--- src/rtl/chip_valve_sequencer.sv ---
// Pneumatic control-layer driver for the ChIP chip: applies static valve images,
// runs peristaltic pump strokes and timed waits from a valid/ready command stream.
module chip_valve_sequencer #(
  parameter int SIZE         = 6,
  parameter int PHASE_CYCLES = 4,
  parameter int CNT_W        = 16
) (
  input  logic             clk,
  input  logic             rst_n,
  input  logic             cmd_valid,
  output logic             cmd_ready,
  input  logic [1:0]       cmd_op,
  input  logic [18:0]      cmd_data,
  input  logic [CNT_W-1:0] cmd_count,
  input  logic             cmd_dir,
  input  logic             abort,
  output logic [18:0]      valves,
  output logic [2:0]       pump,
  output logic             busy,
  output logic             done,
  output logic             err
);

  localparam int HC_W = $clog2(PHASE_CYCLES) + 1;
  localparam logic [HC_W-1:0] HOLD_LAST = HC_W'(PHASE_CYCLES - 1);

  localparam logic [1:0] OP_SET  = 2'd0;
  localparam logic [1:0] OP_PUMP = 2'd1;
  localparam logic [1:0] OP_WAIT = 2'd2;

  if (PHASE_CYCLES < 1 || SIZE < 1) begin : g_bad_param
    $error("chip_valve_sequencer: PHASE_CYCLES and SIZE must be >= 1");
  end

  typedef enum logic [1:0] {
    S_IDLE = 2'd0,
    S_PUMP = 2'd1,
    S_WAIT = 2'd2
  } state_t;

  state_t           state;
  logic [HC_W-1:0]  hold_cnt;
  logic [2:0]       phase;
  logic [2:0]       phase_next;
  logic             phase_last;
  logic [CNT_W-1:0] remain;
  logic             pump_dir;

  // Peristaltic pattern P0..P5; a 1 closes the pad.
  function automatic logic [2:0] phase_pat(input logic [2:0] idx);
    case (idx)
      3'd0:    phase_pat = 3'b101;
      3'd1:    phase_pat = 3'b100;
      3'd2:    phase_pat = 3'b110;
      3'd3:    phase_pat = 3'b010;
      3'd4:    phase_pat = 3'b011;
      3'd5:    phase_pat = 3'b001;
      default: phase_pat = 3'b111;
    endcase
  endfunction

  // Handshake: a command transfers on a rising edge with cmd_valid && cmd_ready;
  // fields are sampled only on that edge, and abort blocks acceptance.
  assign cmd_ready = (state == S_IDLE) && !abort;

  always_comb begin
    phase_last = 1'b0;
    phase_next = phase;
    if (pump_dir) begin
      phase_last = (phase == 3'd0);
      phase_next = (phase == 3'd0) ? 3'd5 : phase - 3'd1;
    end else begin
      phase_last = (phase == 3'd5);
      phase_next = (phase == 3'd5) ? 3'd0 : phase + 3'd1;
    end
  end

  always_ff @(posedge clk) begin
    if (!rst_n) begin
      state    <= S_IDLE;
      valves   <= '1;
      pump     <= 3'b111;
      busy     <= 1'b0;
      done     <= 1'b0;
      err      <= 1'b0;
      hold_cnt <= '0;
      phase    <= 3'd0;
      remain   <= '0;
      pump_dir <= 1'b0;
    end else begin
      done <= 1'b0;
      err  <= 1'b0;
      if (abort) begin
        valves <= '1;
        pump   <= 3'b111;
        busy   <= 1'b0;
        state  <= S_IDLE;
        done   <= (state != S_IDLE);
      end else begin
        case (state)
          S_IDLE: begin
            if (cmd_valid) begin
              case (cmd_op)
                OP_SET: begin
                  valves <= cmd_data;
                  done   <= 1'b1;
                end
                OP_PUMP: begin
                  if (cmd_count == '0) begin
                    done <= 1'b1;
                  end else begin
                    state    <= S_PUMP;
                    busy     <= 1'b1;
                    remain   <= cmd_count;
                    pump_dir <= cmd_dir;
                    hold_cnt <= '0;
                    phase    <= cmd_dir ? 3'd5 : 3'd0;
                    pump     <= phase_pat(cmd_dir ? 3'd5 : 3'd0);
                  end
                end
                OP_WAIT: begin
                  if (cmd_count == '0) begin
                    done <= 1'b1;
                  end else begin
                    state  <= S_WAIT;
                    busy   <= 1'b1;
                    remain <= cmd_count;
                  end
                end
                default: begin
                  done <= 1'b1;
                  err  <= 1'b1;
                end
              endcase
            end
          end
          S_PUMP: begin
            if (hold_cnt == HOLD_LAST) begin
              hold_cnt <= '0;
              // remain counts strokes still to play, so it stops at 1, never wrapping.
              if (phase_last && remain == CNT_W'(1)) begin
                pump  <= 3'b111;
                busy  <= 1'b0;
                done  <= 1'b1;
                state <= S_IDLE;
              end else begin
                if (phase_last) remain <= remain - CNT_W'(1);
                phase <= phase_next;
                pump  <= phase_pat(phase_next);
              end
            end else begin
              hold_cnt <= hold_cnt + HC_W'(1);
            end
          end
          S_WAIT: begin
            if (remain == CNT_W'(1)) begin
              busy  <= 1'b0;
              done  <= 1'b1;
              state <= S_IDLE;
            end else begin
              remain <= remain - CNT_W'(1);
            end
          end
          default: state <= S_IDLE;
        endcase
      end
    end
  end

endmodule

--- config.mk ---
export PLATFORM = sky130hd
export DESIGN_NAME = chip_valve_sequencer
export DESIGN_NICKNAME = d
export VERILOG_FILES = /design/src/rtl/chip_valve_sequencer.sv
export SDC_FILE = /design/constraint.sdc
export NUM_CORES = 1
export LEC_CHECK = 0
export ABC_CLOCK_PERIOD_IN_PS = 4800
export CAP_MARGIN = 20
export CORE_MARGIN = 5
export CORE_UTILIZATION = 45
export DETAILED_ROUTE_END_ITERATION = 6
export HOLD_SLACK_MARGIN = 0.08
export PLACE_DENSITY = 0.73
export SYNTH_ARGS = -nofsm -noshare
export SYNTH_HDL_FRONTEND = slang
export SYNTH_SLANG_ARGS = --single-unit
--- constraint.sdc ---
create_clock -name clk -period 4.8 [get_ports clk]
set_clock_uncertainty 0.2 [all_clocks]
set_input_delay 0.96 -clock clk [delete_from_list [all_inputs] [get_ports clk]]
set_output_delay 0.96 -clock clk [all_outputs]
set_load 0.02 [all_outputs]
==> results of run 1 <==
worst paths after layout:
check                                end  slack [ns]  cells after the start
setup reg to reg  remain[9]$_SDFFE_PN0P_        1.82                      7
hold / removal    valves[8]$_SDFFE_PP1P_        0.27                      2
setup / recovery  remain[4]$_SDFFE_PN0P_        1.26                      8
hold reg to reg   valves[8]$_SDFFE_PP1P_        0.27                      2
placed cells by master, fill, tap and decap left out, drive strengths merged, types with 11 or more instances in the layout:
| master | n |
|---|---|
| nor2 | 24 |
| o211ai | 12 |
| a21oi | 15 |
| nand3 | 26 |
| inv | 16 |
| dfxtp | 50 |
| nand2 | 80 |
| ha | 11 |
| o21ai | 30 |
| clkdlybuf4s50 | 67 |
| nor4 | 11 |
logic make-up (layout without fill, tap and decap cells):
logic type               Yosys count  count (layout)  synth area share
AO/OA/AOI/OAI                     90              90             0.210
adder cells (fa/ha/maj)           11              11            0.0474
buffers and inverters             41              95            0.0604
flip-flops                        50              50             0.345
multiplexers                       7               7            0.0241
AND/OR/NAND/NOR                  185             185             0.313
final cells by class:
type	instances	area (µm²)	share of cell area
inverters	16	60.1	0.0162
well taps	77	96.3	0.0260
clock inverters	3	47.5	0.0129
multi-input cells	293	1730	0.466
flip-flops and latches	50	1000	0.271
repair buffers	71	701	0.189
clock buffers	5	68.8	0.0186
power by group:
| part | leakage [nW] | internal [mW] | total (mW) | switching [mW] |
|---|---|---|---|---|
| Combinational | 1.01 | 0.0919 | 0.209 | 0.117 |
| Sequential | 0.406 | 0.430 | 0.447 | 0.0169 |
| Clock | 0.0591 | 0.159 | 0.312 | 0.153 |
per-layer routing:
metal,share of wire,up-vias,global-route usage
met5,0,-,0
met4,0.013,0,0.0471
met3,0.064,10,0.0500
met2,0.47,90,0.290
met1,0.45,1335,0.241
li1,-,1488,-
worst max-delay path: stages:
cell and delay, ns:
clkdlybuf4s50_1 0.50, inv_1 0.07, ha_1 0.30, nand2_1 0.06, o21ai_0 0.27, nand4_2 0.42
or2_1 0.62, o31ai_1 0.35
flip-flops by register name, summed over array words and instances (netlist names):
name and flops:
remain 16, valves 19, hold_cnt 3, err 1, done 1, busy 1, phase 3, pump_dir 1
pump 3, state 2
metrics by stage:
| stage | power, mW | hold slack, ns | cells | instance area (µm²) | setup slack, ns |
|---|---|---|---|---|---|
| global placement | 0.661 | 0.244 | 507 | 3580 | 1.02 |
| global route | 1.02 | 0.297 | 515 | 3700 | 1.07 |
| finish | 0.968 | 0.270 | 515 | 3700 | 1.26 |
| CTS | 0.974 | 0.273 | 515 | 3700 | 1.31 |
| detailed placement | 0.663 | 0.248 | 507 | 3580 | 1.00 |
| floorplan | 0.583 | 0.233 | 384 | 2900 | 2.10 |
==> results_dict.tcl, run 1 <==
set metrics [dict create \
    io_pins 68 \
    dr.first_iter.drc_count 201 \
    finalWorstPathRequiredPeriod_ns 3.54 \
    cts_tree "built" \
    core_um2 6310 \
    port_buffers 67 \
    power_leakage_nw 1.48 \
    synth_nets 437 \
    yosys.area.top_type "dfxtp_1" \
    synth_area_leaders "dfxtp_1 34%, nand2_1 10%, ha_1 4.7%" \
    htreeDepth 2 \
    drive_above_1_share 0.0434 \
    r2r_start "remain[0]$_SDFFE_PN0P_" \
    hold_violations 0 \
    clk_path_buf_depth 2 \
    finalWeightedCongestion 0.870 \
    cts_buffers 5 \
    drv_cap 0 \
    post-route-period-util 0.738 \
    p_per_area_nw_per_um2 262 \
    die_w_um 90.3 \
    synthArstFlopShare 0 \
    dp_hpwl_um 5490 \
    first_global_vias 2646 \
    drt_wl_total_um 7610 \
    cts-resized-gates 0 \
    vdd_drop_max_v 0.000191 \
    synth_cell_types 53 \
    num_antenna_cells 0 \
    viasPerCell 5.68 \
    drc_errors 0 \
    vias 2923 \
    final_util 0.586 \
    relSlewSlack 0.518 \
    synthFlopType "dfxtp_1" \
    area_delta_synth_final_pct 27.5 \
    netlist_area_um2 2900 \
    avgSynthCellArea_um2 7.56 \
    cts_root_buf "clkbuf_8" \
    worstSetupPathType "in2reg" \
    initial_core_util 0.460 \
    cts_sinks 50 \
    synth_most_common_cell "nand2_1" \
    grt_max_degree 27 \
    crit_start "cmd_op[0]" \
    rsz0062_at_grt "no" \
    cp-end-kind "flip-flop" \
    critPathLaunchType "primary input" \
    grtUsageTotal 0.181 \
    max_slew.worst_pin.slew_ns 0.721 \
    postRouteAntennaNets 0 \
    overflow 0 \
    hold_class "reg2reg" \
    antenna_found_initial 0 \
    die_area_um2 8150 \
    synth_common_cells "80 x nand2_1, 50 x dfxtp_1, 26 x nand3_1" \
    grt_pass1_wl_um 12600 \
    hold_buffers 0 \
    post_cts_buffers 0 \
    fmax_mhz 282 \
    cp_max_fo 17 \
    drv_slew 0 \
    rows 29 \
    setup_viol 0 \
    synth-edff-count 0 \
    crit_arrival_ns 3.55 \
    cts.clk_slew.worst_paths_ns 0.10 \
    yosysTopAreaCellShare 0.345 \
    insertion_delay_ns 0.31 \
    seq_area_frac_synth 0.345 \
    synth_seq_cells 50 \
    drt_pre_antenna_iters 5 \
    outcome "finished clean" \
    yosys_warnings 0 \
    cp_data_required_time_ns 4.81 \
    synthCells 384 \
    nFillCells 585 \
    wl_per_cell_um 14.8 \
    timing.setup.tns_ns 0 \
    die_h_um 90.3 \
    hold_start "valves[8]$_SDFFE_PP1P_" \
    nNetsFinal 490 \
]
(Power assumes the default switching activity.)
==> inputs of run 2 (changes only) <==
--- a/config.mk
+++ b/config.mk
@@ -5,7 +5,7 @@
 export SDC_FILE = /design/constraint.sdc
 export NUM_CORES = 1
 export LEC_CHECK = 0
-export ABC_CLOCK_PERIOD_IN_PS = 4800
+export ABC_CLOCK_PERIOD_IN_PS = 3600
 export CAP_MARGIN = 20
 export CORE_MARGIN = 5
 export CORE_UTILIZATION = 45
==> constraint.sdc (replaced) <==
create_clock -name clk -period 3.6 [get_ports clk]
set_clock_uncertainty 0.2 [all_clocks]
set_input_delay 0.72 -clock clk [delete_from_list [all_inputs] [get_ports clk]]
set_output_delay 0.72 -clock clk [all_outputs]
set_load 0.02 [all_outputs]
==> run 2 against run 1 <==
Global-route usage grew 0.38 points. Via count grew 0.24%. Clock power grew 12%. Critical path type is now in2out.
==> results_dict.tcl, run 2 (synthesized netlist as in run 1, its figures left out) <==
set metrics [dict create \
    cp_top_family "buffers and inverters" \
    viasPerCell 5.63 \
    cts_tree "built" \
    outcome "finished clean" \
    cpPeakStageDelay_ns 0.62 \
    crit_slowest_cell "clkdlybuf4s50_1" \
    hold_buffers 0 \
    die_area_um2 8150 \
    worstSetupPathType "in2out" \
    dr.first_iter.drc_count 222 \
    largest_registers "valves (19), remain (16)" \
    clkPwrFrac 0.284 \
    max_slew.worst_pin.slew_ns 0.734 \
    io_pins 68 \
    hold_path_end "valves[18]$_SDFFE_PP1P_" \
    crit_buf_inv 2 \
    top_register "valves" \
    area_delta_synth_final_pct 28.1 \
    setup_viol 0 \
    drt_wl_total_um 7700 \
    cts.clk_slew.worst_paths_ns 0.10 \
    drv_cap 0 \
    antenna_found_initial 0 \
    timing.setup.tns_ns 0 \
    first_global_vias 2618 \
    fmax_mhz 335 \
    dp_hpwl_um 5630 \
    initial_core_util 0.460 \
    r2r_end "remain[1]$_SDFFE_PN0P_" \
    grt_max_degree 28 \
    dr_wl_met3_um 548 \
    top_layer "met4" \
    rsz0062_at_grt "no" \
    wl_met1_um 3450 \
    cp-end-kind "output pin" \
    relSlewSlack 0.509 \
    clk_path_buf_depth 2 \
    overflow 0 \
    drt_pre_antenna_iters 4 \
    seqPwrFrac 0.483 \
    rrSetupSlack_ns 0.93 \
    r2r_start "remain[1]$_SDFFE_PN0P_" \
    final_util 0.589 \
    drive_above_1_share 0.0542 \
    finalWorstPathRequiredPeriod_ns 2.98 \
    final_common_cell "nand2_1" \
    htreeDepth 2 \
    p_switching_mw 0.388 \
    swShare 0.315 \
    finalWeightedCongestion 0.876 \
    die_h_um 90.3 \
    cp_data_required_time_ns 2.68 \
    nNetsFinal 495 \
    post-route-period-util 0.828 \
    rows 29 \
    largest_reg_flops 19 \
    p_comb_frac 0.233 \
    vdd_drop_max_v 0.000203 \
    crit_arrival_ns 2.06 \
    postRouteAntennaNets 0 \
    die_w_um 90.3 \
    critPathLaunchType "primary input" \
    port_buffers 67 \
    p_per_area_nw_per_um2 332 \
    drc_errors 0 \
    hold_start "valves[18]$_SDFFE_PP1P_" \
    grtUsageTotal 0.185 \
    wl_met2_um 3640 \
    num_antenna_cells 0 \
    p_int_mw 0.844 \
    power_leakage_nw 1.49 \
    hold_violations 0 \
    crit_path_frequent_cell "clkdlybuf4s50_1" \
    cts-resized-gates 0 \
    layout_common_cells "80 x nand2_1, 67 x clkdlybuf4s50_1, 50 x dfxtp_1" \
    drv_slew 0 \
    rr_worst_depth 9 \
    core_um2 6310 \
    pre_cts_slack_ns 0.528 \
    post_cts_buffers 0 \
    setup_slack_ns 0.618 \
    insertion_delay_ns 0.31 \
    grt_pass1_wl_um 12800 \
    wl_per_cell_um 14.8 \
    cts_buffers 5 \
    hold_class "reg2reg" \
    cp_max_fo 7 \
    cts_root_buf "clkbuf_8" \
    whs_path_depth 2 \
    vias 2930 \
    path_cells "clkdlybuf4s50_1, nor2b_1, clkdlybuf4s50_1" \
    cts_sinks 50 \
]
[run 2: cell count changes in the layout (fill, tap and decap cells not counted)]
cell / delta
clkinv_4: +1
buf_4: +5
bufinv_16: -1
[run 2: worst max-delay path by stage]
stage	slack, ns	from	cells past startpoint	end
after floorplan	1.14	cmd_op[0]	9	remain[13]$_SDFFE_PN0P_
after global placement	0.59	abort	3	cmd_ready
after detailed placement	0.53	cmd_op[0]	9	remain[4]$_SDFFE_PN0P_
after CTS	0.58	abort	3	cmd_ready
after global routing	0.54	abort	3	cmd_ready
final	0.62	abort	3	cmd_ready
[run 2: final cells by class]
| class | count | area (µm²) |
|---|---|---|
| well taps | 77 | 96.3 |
| multi-input cells | 293 | 1730 |
| clock buffers | 5 | 68.8 |
| repair buffers | 76 | 738 |
| flip-flops and latches | 50 | 1000 |
| clock inverters | 3 | 26.3 |
| fillers | 614 | 2600 |
| inverters | 16 | 60.1 |
[run 2: routing by layer]
layer	up-vias	GRT usage
met5	-	0
li1	1496	-
met3	5	0.0467
met1	1342	0.251
met2	87	0.294
met4	0	0.0484
[run 2: power by group through the flow]
stage	Combinational (mW)	Clock, mW	Sequential, mW
after floorplan	0.169	0	0.609
after global placement	0.281	0	0.607
after detailed placement	0.284	0	0.608
after CTS	0.286	0.364	0.595
after global routing	0.316	0.393	0.600
final	0.287	0.350	0.596
[run 2: stage by stage]
step	hold WS, ns	cells	power [mW]	area [µm²]
after floorplan	0.233	384	0.778	2900
after global placement	0.245	512	0.888	3620
after detailed placement	0.255	512	0.892	3620
after CTS	0.272	520	1.24	3720
after global routing	0.291	520	1.31	3720
final	0.269	520	1.23	3720
[run 2: tightest hold or removal path: cells and delay by family, from the launching register on]
kind	cells	cell delay [ns]
flops	1	0.32
simple gates	2	0.11
